## src/rtl/upuart_tx_pkg.sv

```systemverilog
// Shared bit positions and serializer state encoding for the UART transmit core.
// The PARITY state only exists when UPUART_TX_PARITY_EN is defined.
package upuart_tx_pkg;

  // CTRL register bits
  localparam int CTRL_TXEN   = 0;
  localparam int CTRL_FLUSH  = 1;
  localparam int CTRL_PAREN  = 2;
  localparam int CTRL_PARODD = 3;

  // FIFO status register bits and count field
  localparam int FST_EMPTY   = 0;
  localparam int FST_FULL    = 1;
  localparam int FST_OVF     = 2;
  localparam int FST_BUSY    = 3;
  localparam int FST_CNT_LSB = 8;
  localparam int FST_CNT_W   = 8;

  typedef enum logic [2:0] {
    ST_IDLE   = 3'd0,
    ST_START  = 3'd1,
    ST_DATA   = 3'd2,
    ST_STOP   = 3'd3
`ifdef UPUART_TX_PARITY_EN
    ,
    ST_PARITY = 3'd4
`endif
  } tx_state_e;

endpackage

```

## src/rtl/upuart_tx_fifo.sv

```systemverilog
// Byte-wide synchronous TX FIFO with flush; a push on full or a pop on empty is ignored.
// Flush takes priority over any same-cycle push or pop.
module upuart_tx_fifo #(
  parameter int FIFO_AW = 3
) (
  input  logic             clk,
  input  logic             rst,
  input  logic             push,
  input  logic             pop,
  input  logic             flush,
  input  logic [7:0]       wdata,
  output logic [7:0]       rdata,
  output logic             empty,
  output logic             full,
  output logic [FIFO_AW:0] count
);

  localparam int DEPTH = 1 << FIFO_AW;
  typedef logic [FIFO_AW-1:0] ptr_t;
  typedef logic [FIFO_AW:0]   cnt_t;

  logic [7:0] mem [DEPTH];
  ptr_t       wr_ptr;
  ptr_t       rd_ptr;
  logic       do_push;
  logic       do_pop;

  assign empty   = (count == '0);
  assign full    = (count == cnt_t'(DEPTH));
  assign do_push = push & ~full & ~flush;
  assign do_pop  = pop & ~empty & ~flush;
  assign rdata   = mem[rd_ptr];

  // NOTE: storage is not reset; the pointers and count alone define which entries are valid.
  always_ff @(posedge clk) begin
    if (do_push) mem[wr_ptr] <= wdata;
  end

  always_ff @(posedge clk or posedge rst) begin
    if (rst) begin
      wr_ptr <= '0;
      rd_ptr <= '0;
      count  <= '0;
    end else if (flush) begin
      wr_ptr <= '0;
      rd_ptr <= '0;
      count  <= '0;
    end else begin
      if (do_push) wr_ptr <= wr_ptr + ptr_t'(1);
      if (do_pop)  rd_ptr <= rd_ptr + ptr_t'(1);
      count <= count + cnt_t'(do_push) - cnt_t'(do_pop);
    end
  end

endmodule

```

## src/rtl/upuart_tx.sv

```systemverilog
// UART transmit core: CTRL/DIVD/FIFO registers, TX FIFO and 8N1 serializer.
// Define UPUART_TX_PARITY_EN to add the optional parity bit (CTRL PAREN/PARODD).
module upuart_tx
  import upuart_tx_pkg::*;
#(
  parameter int DATA_WIDTH = 32,
  parameter int FIFO_AW    = 3,
  parameter int DIV_WIDTH  = 16,
  parameter int DIV_RST    = 0
) (
  input  logic                  clk,
  input  logic                  rst,
  input  logic                  rd,
  input  logic                  wr,
  input  logic                  ctrlr,
  input  logic                  divdr,
  input  logic                  datar,
  input  logic                  fifor,
  input  logic [DATA_WIDTH-1:0] wdata,
  output logic [DATA_WIDTH-1:0] rdata,
  output logic                  o_tx,
  output logic                  o_busy
);

  tx_state_e             state, state_nxt;
  logic                  txen;
  logic [DIV_WIDTH-1:0]  divd;
  logic [DIV_WIDTH-1:0]  div_lat;
  logic [DIV_WIDTH-1:0]  baud_cnt;
  logic [2:0]            bit_cnt;
  logic [7:0]            shreg;
  logic                  ovf;
  logic                  fifo_empty;
  logic                  fifo_full;
  logic [7:0]            fifo_head;
  logic [FIFO_AW:0]      fifo_count;
  logic                  flush;
  logic                  push;
  logic                  can_start;
  logic                  bit_done;
  logic                  load;
  logic                  unused_wdata;
`ifdef UPUART_TX_PARITY_EN
  logic                  paren;
  logic                  parodd;
  logic                  par_en_lat;
  logic                  par_bit;
`endif

  assign flush        = wr & ctrlr & wdata[CTRL_FLUSH];
  assign push         = wr & datar;
  assign can_start    = txen & ~fifo_empty;
  assign bit_done     = (baud_cnt == div_lat);
  // Pop the head byte on the cycle a frame starts, from IDLE or straight out of STOP.
  assign load         = can_start & ((state == ST_IDLE) | ((state == ST_STOP) & bit_done));
  assign unused_wdata = ^wdata[DATA_WIDTH-1:DIV_WIDTH];

  upuart_tx_fifo #(.FIFO_AW(FIFO_AW)) u_fifo (
    .clk   (clk),
    .rst   (rst),
    .push  (push),
    .pop   (load),
    .flush (flush),
    .wdata (wdata[7:0]),
    .rdata (fifo_head),
    .empty (fifo_empty),
    .full  (fifo_full),
    .count (fifo_count)
  );

  always_ff @(posedge clk or posedge rst) begin
    if (rst) begin
      txen   <= 1'b0;
      divd   <= DIV_WIDTH'(DIV_RST);
`ifdef UPUART_TX_PARITY_EN
      paren  <= 1'b0;
      parodd <= 1'b0;
`endif
    end else begin
      if (wr & ctrlr) begin
        txen   <= wdata[CTRL_TXEN];
`ifdef UPUART_TX_PARITY_EN
        paren  <= wdata[CTRL_PAREN];
        parodd <= wdata[CTRL_PARODD];
`endif
      end
      if (wr & divdr) divd <= wdata[DIV_WIDTH-1:0];
    end
  end

  // A same-cycle overflow beats the read-to-clear.
  always_ff @(posedge clk or posedge rst) begin
    if (rst)                              ovf <= 1'b0;
    else if (push & fifo_full & ~flush)   ovf <= 1'b1;
    else if (rd & fifor)                  ovf <= 1'b0;
  end

  always_ff @(posedge clk or posedge rst) begin
    if (rst) state <= ST_IDLE;
    else     state <= state_nxt;
  end

  // NOTE: every always_comb output gets a default first so no path leaves it unassigned (no latch).
  always_comb begin
    state_nxt = state;
    case (state)
      ST_IDLE:   if (can_start) state_nxt = ST_START;
      ST_START:  if (bit_done)  state_nxt = ST_DATA;
      ST_DATA:   if (bit_done && bit_cnt == 3'd7) begin
`ifdef UPUART_TX_PARITY_EN
                   state_nxt = par_en_lat ? ST_PARITY : ST_STOP;
`else
                   state_nxt = ST_STOP;
`endif
                 end
`ifdef UPUART_TX_PARITY_EN
      ST_PARITY: if (bit_done)  state_nxt = ST_STOP;
`endif
      ST_STOP:   if (bit_done)  state_nxt = can_start ? ST_START : ST_IDLE;
      default:   state_nxt = ST_IDLE;
    endcase
  end

  always_ff @(posedge clk or posedge rst) begin
    if (rst) begin
      baud_cnt   <= '0;
      bit_cnt    <= '0;
      shreg      <= '0;
      div_lat    <= '0;
`ifdef UPUART_TX_PARITY_EN
      par_en_lat <= 1'b0;
      par_bit    <= 1'b0;
`endif
    end else if (load) begin
      baud_cnt   <= '0;
      bit_cnt    <= '0;
      shreg      <= fifo_head;
      div_lat    <= divd;
`ifdef UPUART_TX_PARITY_EN
      par_en_lat <= paren;
      par_bit    <= (^fifo_head) ^ parodd;
`endif
    end else if (state != ST_IDLE) begin
      if (bit_done) begin
        baud_cnt <= '0;
        if (state == ST_DATA) begin
          shreg   <= {1'b0, shreg[7:1]};
          bit_cnt <= bit_cnt + 3'd1;
        end
      end else begin
        baud_cnt <= baud_cnt + DIV_WIDTH'(1);
      end
    end
  end

  // Decoded straight from the state so reset drives the line high asynchronously.
  always_comb begin
    o_tx   = 1'b1;
    o_busy = (state != ST_IDLE);
    case (state)
      ST_START:  o_tx = 1'b0;
      ST_DATA:   o_tx = shreg[0];
`ifdef UPUART_TX_PARITY_EN
      ST_PARITY: o_tx = par_bit;
`endif
      default:   o_tx = 1'b1;
    endcase
  end

  always_comb begin
    rdata = '0;
    if (rd) begin
      if (ctrlr) begin
        rdata[CTRL_TXEN]   = txen;
`ifdef UPUART_TX_PARITY_EN
        rdata[CTRL_PAREN]  = paren;
        rdata[CTRL_PARODD] = parodd;
`endif
      end
      if (divdr) rdata[DIV_WIDTH-1:0] = divd;
      if (fifor) begin
        rdata[FST_EMPTY]                   = fifo_empty;
        rdata[FST_FULL]                    = fifo_full;
        rdata[FST_OVF]                     = ovf;
        rdata[FST_BUSY]                    = o_busy;
        rdata[FST_CNT_LSB +: FST_CNT_W]    = FST_CNT_W'(fifo_count);
      end
    end
  end

endmodule
```

## config.mk

```make
export PLATFORM = sky130hd
export DESIGN_NAME = upuart_tx
export DESIGN_NICKNAME = d
export VERILOG_FILES = /design/src/rtl/upuart_tx_pkg.sv /design/src/rtl/upuart_tx_fifo.sv /design/src/rtl/upuart_tx.sv
export SDC_FILE = /design/constraint.sdc
export NUM_CORES = 1
export LEC_CHECK = 0
export ABC_AREA = 1
export CORE_ASPECT_RATIO = 1.75
export CORE_MARGIN = 2
export CORE_UTILIZATION = 25
export CTS_CLUSTER_DIAMETER = 120
export DETAILED_ROUTE_END_ITERATION = 16
export PLACE_DENSITY = 0.4
export SLEW_MARGIN = 40
export SYNTH_ARGS = -nofsm -noshare
export SYNTH_HDL_FRONTEND = slang
export SYNTH_SLANG_ARGS = --single-unit
```

## constraint.sdc

```tcl
create_clock -name clk -period 2.9 [get_ports clk]
set_clock_uncertainty 0.2 [all_clocks]
set_input_delay 0.29 -clock clk [delete_from_list [all_inputs] [get_ports clk]]
set_output_delay 0.29 -clock clk [all_outputs]
set_load 0.05 [all_outputs]
```

=== Yosys cells after proc, flatten, opt, wreduce, memory -nomap -nowiden ===
Memory sizes are Yosys's and may differ from the RTL's.
Index checks and enable logic that the tools add are counted.

* Memories: 1
* Output and inout bits: 34
* Input bits: 40
* Memory bits (writable): 64
* Word-level logic and storage cells: 90
* Flip-flop bits (word level): 74

* Reduce and logical (&&, ||, !) cells: 12
* Add/sub/neg operators: 6
* Bitwise operators: 18
* Muxes and demuxes: 32
* Eq/ne operators: 10

{| class="wikitable"
|+ Memories
! name !! words !! width !! rd ports !! clocked after memory_dff !! write ports !! line !! source
|-
| u_fifo.mem || 8 || 8 || 1 || 0 || 1 || upuart_tx_fifo.sv:22 || <nowiki>logic [7:0] mem [DEPTH];</nowiki>
|}

{| class="wikitable"
|+ Operators by type and width
! cell !! count
|-
| two-way mux 16 bit || 5
|-
| two-way mux 8 bit || 5
|-
| two-way mux 3 bit || 12
|-
| adder 16 x 1 -> 16 bit, second input constant || 1
|-
| == test 16 bit || 1
|-
| bitwise AND 1 bit || 14
|-
| one-hot mux 3 bit (4 select lines) || 1
|-
| nonzero test 2 bit || 6
|-
| adder 3 x 1 -> 3 bit, second input constant || 3
|-
| two-way mux 4 bit || 2
|-
| inequality test 2 bit, second input constant || 4
|-
| == test 3 x 2 -> 1 bit, second input constant || 2
|-
| two-way mux 1 bit || 6
|-
| adder 4 x 1 -> 4 bit || 1
|-
| == test 4 bit, second input constant || 1
|-
| logical NOT 4 bit || 1
|-
| AND reduction 4 bit || 1
|-
| subtractor 4 x 1 -> 4 bit || 1
|-
| == test 3 x 1 -> 1 bit, second input constant || 1
|-
| == test 3 bit, second input constant || 1
|-
| logical NOT 3 bit || 1
|-
| NOT 1 bit || 3
|-
| AND reduction 3 bit || 1
|-
| nonzero test 3 bit || 1
|-
| 3 further kinds || 3
|}

=== Depth between registers and ports, before layout ===
Gate-level depths: netlist of run 1.

* Word-level depth: 8
* Depth in mapped cells: 17
* Depth with buffers taken out: 17

=== By module ===
A second synthesis of run 1 with hierarchy kept.

* Cell total of the unflattened synthesis: 850
* Area total of the unflattened synthesis: 7054.3 um2

{| class="wikitable"
|+ Modules (own cells, without submodules)
! module !! sequential area each (um2) !! area each (um2) !! cells each !! times used
|-
| upuart_tx || 1576.5 || 3547.2 || 483 || 1
|-
| upuart_tx_fifo || 2172.1 || 3507.1 || 367 || 1
|}

=== Worst setup path after synthesis of run 1 ===
Ideal clock, no wire load.

* Path kind: register -> register
* Start: register u_fifo.count[2]
* End: register u_fifo.count[2]
* Setup slack: 170 ps
* Setup time: 133 ps
* Path buffers: 0
* Period minus slack after synthesis: 2730 ps
* Data required time: 2567 ps
* Cell stages (with the launch flop): 16
* Arrival: 2397 ps
* Cell sequence: dfrtp_1 inv_1 ha_1 nand3_1 nand2_1 inv_1 nand2_1 nand2_4 inv_1 nor2_1 ha_1 inv_1 ha_1 fa_1 xnor2_1 nor2_1

* Cells in the longest elaborated chain, start to end: 8
* Elaborated cells on any way between the ends: 13
* Those cells by class: add/sub (2); eq/ne (1); mux (1); bitwise (8); reduce/logical (1)

{| class="wikitable"
|+ Ends and longest elaborated chain
! what !! line !! source
|-
| start: declaration || upuart_tx_fifo.sv:15 || <nowiki>output logic [FIFO_AW:0] count</nowiki>
|-
| start signal: assignment || upuart_tx_fifo.sv:51 || <nowiki>count <= count + cnt_t'(do_push) - cnt_t'(do_pop);</nowiki>
|-
| parallel branches: the longest is 6 deep, another holds adder 4 x 1 -> 4 bit || - ||
|-
| subtractor 4 x 1 -> 4 bit (*) || upuart_tx_fifo.sv:51 ||
|-
| two-way mux 4 bit (*) || upuart_tx_fifo.sv:44 || <nowiki>end else if (flush) begin</nowiki>
|}

Mark *: on every way between the ends.
A chain may end at the register's enable or synchronous reset.

=== Worst setup path in the final report of run 1 ===
* Start: register state[0]
* End: output o_busy

* Cells in the longest elaborated chain, start to end: 1

{| class="wikitable"
|+ Ends and longest elaborated chain
! what !! line !! source
|-
| start: declaration || upuart_tx.sv:25 || <nowiki>tx_state_e state, state_nxt;</nowiki>
|-
| start signal: assignment || upuart_tx.sv:100 || <nowiki>else state <= state_nxt;</nowiki>
|-
| nonzero test 3 bit || upuart_tx.sv:159 || <nowiki>o_busy = (state != ST_IDLE);</nowiki>
|-
| end: declaration || upuart_tx.sv:22 || <nowiki>output logic o_busy</nowiki>
|}

No other way between the ends.

==> run_results.csv, run 1 <==
group,metric,value,unit
synthesis,syn_avg_cell_area,9.20,µm²
synthesis,syn_inst,709,
grt,grt_pass1_vias,5015,
floorplan,start_util,25.3,%
setup_path,required,2.41,ns
floorplan,die_area,0.0274,mm²
sta,hold_ws,0.237,ns
sta,finalCriticalPeriod,2.76,ns
cells_and_area,syn2layout_area_growth,23.3,%
synthesis,yosys_warnings,0,
cells_and_area,final_cells,1112,
synthesis,ys_ff_latch,137,
placement,placedCellCount,1079,
grt,grt_antenna_before_repair,0,
setup_path,endpoint_kind,"output port",
drt,drt-total-wl,17.5,mm
placement,port_buffers,41,
power,clock_power_share,30.0,%
cells_and_area,postLayoutCellArea,0.00804,mm²
sta,slew-limit-headroom,61.2,%
setup_path,cp-start-kind,"register",
setup_path,crit_type,"reg2out",
power,seqPwrFrac,37.1,%
run_status,status,"completed",
grt,grt_max_degree,49,
cells_and_area,nFillCells,2745,
drt,viasPerCell,4.36,
sta,drv_slew,0,
clock_tree,cts-buffers-inserted,17,
drt,ant_nets,0,
job,maxCapViolations,0,
sta,worst-slew-pin-transition,0.582,ns
power,power.leakage,3.50,nW
drt,vias,4844,
cells_and_area,fin_nets,836,
sta,fmax,0.363,GHz
placement,placed_area,0.00743,mm²
grt,globalRouteOverflowTotal,0,
grt,track_usage,13.7,%
cells_and_area,n_antenna_cell,0,
clock_tree,numClockSinks,137,
power,p_comb_share,32.9,%
floorplan,die_h,218,µm
setup_path,crit_path_max_fanout,5,
drt,drtPass1Iterations,4,
sta,fin_tns_setup,0,ns
clock_tree,cts.clk_slew.worst_paths,0.06,ns
placement,globalplace.congestion,0.763,
synthesis,synthFlopType,"dfrtp_1",
placement,dp_hpwl,12.7,mm
drt,wire_per_inst,15.8,µm
synthesis,async_flop_share,53.3,%
power,swShare,36.6,%
placement,place_worst_setup_slack,0.0850,ns
clock_tree,clk_latency,0.43,ns
floorplan,die_w,126,µm
clock_tree,clockBufferDepth,2,
power,irDropWorstVdd,0.510,mV
power,internal_power,4.48,mW
grt,grt_pass1_wl,28.1,mm
clock_tree,clockRootBuffer,"clkbuf_16",
synthesis,yosys.cell_types.count,37,
power,power_density,879,mW/mm²
cells_and_area,final_core_util,31.2,%
cells_and_area,layout-drive-gt1-share,12.4,%
drt,post-route-drc-count,0,
power,switching_power,2.59,mW
synthesis,yosysTopAreaCellShare,29.5,%
hold_path,holdCritPathClass,"in2reg",
sta,fin_crit_sh,95.1,%
sta,setup_violations,0,
setup_path,crit_arrival,2.27,ns
power,power,7.07,mW
sta,hold_viol,0,
synthesis,synth_largest_area_cell,"edfxtp_1",
sta,rsz0062_at_grt,"no",
floorplan,ios,74,
clock_tree,cts_tree,"yes",
synthesis,yosysMostFrequentCell,"nand2_1",
synthesis,synth_edf_count,64,
clock_tree,cts.htree.levels,4,
floorplan,fp-row-count,78,
floorplan,core,0.0258,mm²
sta,setup_ws,0.143,ns
synthesis,ys_top_cells_by_area,"edfxtp_1 (29%), dfrtp_1 (28%), nand2_1 (10%)",
synthesis,synthTopCellsByCount,"nand2_1 (177), nor2_1 (89), inv_1 (78)",
synthesis,synthesis.area,0.00652,mm²
drt,drt_iter0_drc,240,
synthesis,yosysSeqAreaShare,57.5,%
[power by group through the flow]
stage / Clock (mW) / Combinational, mW / Sequential (mW)
finish: 2.12 / 2.33 / 2.62
CTS: 2.20 / 2.37 / 2.62
global placement: 0 / 2.36 / 2.66
global route: 2.27 / 2.68 / 2.67
floorplan: 0 / 1.67 / 2.59
detailed placement: 0 / 2.36 / 2.66
[per-layer routing]
layer | track usage, % | up-vias | routed length, µm
met5 | 0 | - | 0
met4 | 5.13 | 0 | 303
met3 | 2.99 | 17 | 480
met2 | 26.8 | 81 | 10100
met1 | 14.0 | 2300 | 6660
li1 | - | 2446 | -
[layout make-up]
cell class / instances / area [µm²] / area share (%)
Clock inverter: 13 / 145 / 1.81
Sequential cell: 137 / 3750 / 46.7
Clock buffer: 18 / 429 / 5.34
Tap cell: 320 / 400 / 4.98
Multi-Input combinational cell: 471 / 2310 / 28.8
Inverter: 81 / 305 / 3.80
Timing Repair Buffer: 72 / 696 / 8.66
[worst paths after layout]
| check | start | endpoint | cells after the start | slack (ns) |
|---|---|---|---|---|
| min in group asynchronous | rst | div_lat[15] | 3 | 0.56 |
| worst max register to register | u_fifo.count[3] | u_fifo.count[2] | 15 | 0.22 |
| max in group asynchronous | rst | baud_cnt[9] | 4 | 1.30 |
| worst min-delay path | wdata[10] | divd[10] | 3 | 0.24 |
| worst max-delay path | state[0] | o_busy | 4 | 0.14 |
| worst min register to register | shreg[3] | shreg[3] | 2 | 0.28 |
[sequential cells by signal (all words and copies together), names as in the netlist, 2 cells and up]
name	flops
u_fifo.mem	64
baud_cnt	16
div_lat	16
divd	16
shreg	8
u_fifo.count	4
bit_cnt	3
u_fifo.rd_ptr	3
u_fifo.wr_ptr	3
state	2
[cells in the final DEF (no fill, tap or decap), types with 2 or more instances in the layout]
master,synthesis,layout
clkinv_4,0,2
o221ai_1,14,14
nor3_1,2,2
inv_2,3,4
ha_1,15,15
nand4_1,2,2
o21ai_1,2,2
nor2_4,2,2
or2_2,2,2
bufinv_16,0,2
nand3_1,37,37
buf_4,19,39
nor2_2,0,2
conb_1,1,16
edfxtp_1,64,64
nand2_2,2,3
dfrtp_1,73,72
clkinvlp_4,0,5
clkdlybuf4s50_1,0,24
mux2_2,5,5
and3_1,4,4
a31oi_1,2,2
o22ai_1,8,8
inv_6,0,3
a21oi_1,18,18
nand2_1,177,176
inv_1,78,76
xor2_1,2,2
o21ai_0,60,60
xnor2_1,2,2
nor2_1,89,87
clkbuf_16,0,17
buf_12,0,7
nor3b_1,2,2
[worst max-delay path: stages, from the launching register on]
cell and delay, ns:
dfrtp_1 0.40, inv_1 0.08, ha_1 0.29, inv_1 0.21, clkdlybuf4s50_1 0.84
[what timing repair did]
action                                  CTS  global route
hold endpoints to repair                  9             0
setup buffers                             0             1
endpoints found under the setup margin    0             4
hold buffers                              1             0
gates resized for setup                   0             6
[logic make-up after synthesis]
| kind of cell | synth area share, % |
|---|---|
| mux | 0.863 |
| flops | 57.5 |
| compound gates | 9.46 |
| other cells | 0.0575 |
| fa+ha+maj | 3.18 |
| buf+inv | 8.04 |
| xor+xnor | 0.537 |
| simple gates | 20.4 |
Note: power is estimated with default switching activity, not from simulation.
==> run 2, diff against run 1 <==
Settings changed: TNS_END_PERCENT set to 5.
==> run_results.csv, run 2 (synthesis gave the netlist of run 1 again) <==
group,metric,value,unit
clock_tree,cts.clk_slew.worst_paths,0.06,ns
grt,grt_max_degree,49,
sta,setup_ws,0.140,ns
drt,top_layer_used,"met4",
drt,wl_met2,10.0,mm
cells_and_area,postLayoutCellArea,0.00804,mm²
drt,drt-total-wl,17.6,mm
power,power,7.08,mW
clock_tree,cts.htree.levels,4,
cells_and_area,final_cell_mix,"nand2_1 (176), nor2_1 (87), inv_1 (77)",
cells_and_area,fin_nets,836,
grt,grt_pass1_vias,5015,
cells_and_area,n_antenna_cell,0,
sta,slew-limit-headroom,61.2,%
setup_path,rrSetupSlack,0.18,ns
cells_and_area,largest-register,"u_fifo.mem",
clock_tree,cts-buffers-inserted,17,
run_status,status,"completed",
setup_path,crit_start,"state[0]",
drt,vias,4842,
setup_path,crit_type,"reg2out",
grt,globalRouteOverflowTotal,0,
grt,grt_pass1_wl,28.1,mm
grt,grt_antenna_before_repair,0,
clock_tree,clockRootBuffer,"clkbuf_16",
power,power.leakage,3.50,nW
clock_tree,cts_tree,"yes",
floorplan,die_area,0.0274,mm²
placement,place_worst_setup_slack,0.0850,ns
setup_path,required,2.41,ns
setup_path,reg2reg_from,"u_fifo.count[3]",
hold_path,min_path_cells,3,
clock_tree,clk_latency,0.43,ns
sta,fmax,0.362,GHz
cells_and_area,largest_register_ffs,64,
drt,dr_wl_met3,442,µm
setup_path,crit_arrival,2.27,ns
setup_path,r2r-end,"u_fifo.count[2]",
job,maxCapViolations,0,
sta,fin_tns_setup,0,ns
setup_path,cp-start-kind,"register",
sta,worst-slew-pin-transition,0.582,ns
placement,port_buffers,41,
floorplan,fp-row-count,78,
cells_and_area,layout-drive-gt1-share,12.2,%
hold_path,holdCritPathClass,"in2reg",
placement,dp_hpwl,12.7,mm
cells_and_area,syn2layout_area_growth,23.3,%
drt,m1WireLength,6.75,mm
placement,placed_area,0.00743,mm²
sta,drv_slew,0,
setup_path,crit_path_max_fanout,5,
hold_path,worstHoldStart,"wdata[10]",
floorplan,ios,74,
placement,globalplace.congestion,0.763,
sta,hold_viol,0,
clock_tree,numClockSinks,137,
cells_and_area,final_common_cell,"nand2_1",
hold_path,hold_path_end,"divd[10]",
cells_and_area,nFillCells,2745,
drt,wire_per_inst,15.8,µm
grt,track_usage,13.7,%
sta,rsz0062_at_grt,"yes",
setup_path,rr_worst_depth,15,
cells_and_area,final_core_util,31.2,%
drt,post-route-drc-count,0,
setup_path,endpoint_kind,"output port",
floorplan,start_util,25.3,%
drt,drt_iter0_drc,239,
power,power_density,880,mW/mm²
floorplan,die_h,218,µm
drt,drtPass1Iterations,4,
sta,fin_crit_sh,95.2,%
clock_tree,clockBufferDepth,2,
power,irDropWorstVdd,0.516,mV
drt,ant_nets,0,
floorplan,die_w,126,µm
sta,finalCriticalPeriod,2.76,ns
drt,viasPerCell,4.35,
floorplan,core,0.0258,mm²
sta,setup_violations,0,
==> run 2: worst max-delay path by stage <==
| stage | to | cells after the start |
|---|---|---|
| finish | o_busy | 4 |
| global route | u_fifo.count[2] | 15 |
| CTS | o_tx | 5 |
| detailed placement | u_fifo.count[1] | 15 |
| global placement | u_fifo.count[2] | 15 |
| floorplan | u_fifo.count[2] | 15 |
==> run 2: report_power, final <==
part / internal, mW / leakage (nW) / switching [mW] / total (mW)
logic: 0.817 / 1.75 / 1.51 / 2.33
clock network: 1.26 / 0.263 / 0.863 / 2.13
registers: 2.40 / 1.49 / 0.225 / 2.62
==> run 2: layer usage <==
layer	global-route usage, %	vias to the layer above
met1	14.0	2302
met4	5.13	0
met5	0	-
li1	-	2445
met2	26.8	76
met3	2.99	19
==> run 2: through the flow <==
| stage | cells | hold WS (ns) |
|---|---|---|
| 2_1_floorplan | 724 | 0.189 |
| 3_3_place_gp | 1079 | 0.260 |
| 3_5_place_dp | 1079 | 0.265 |
| 4_1_cts | 1111 | 0.200 |
| 5_1_grt | 1112 | 0.233 |
| 6_report | 1112 | 0.232 |
==> run 2: what timing repair did <==
action,CTS,global route
endpoints found under the hold margin,9,0
hold buffers,1,0
setup buffers,0,1
resized for setup,0,5
endpoints found under the setup margin,0,4
==> run 2: area by class of cell <==
type / count / area, µm² / share of cell area (%)
well taps: 320 / 400 / 4.98
clock buffers: 18 / 429 / 5.34
multi-input cells: 471 / 2310 / 28.8
flip-flops and latches: 137 / 3750 / 46.7
repair buffers: 72 / 696 / 8.66
clock inverters: 13 / 145 / 1.81
inverters: 81 / 305 / 3.80
==> run 2: worst max-delay path, stage by stage (launching register included) <==
cell and delay [ns]:
dfrtp_1 0.40, inv_1 0.08, ha_1 0.29, inv_1 0.21, clkdlybuf4s50_1 0.84
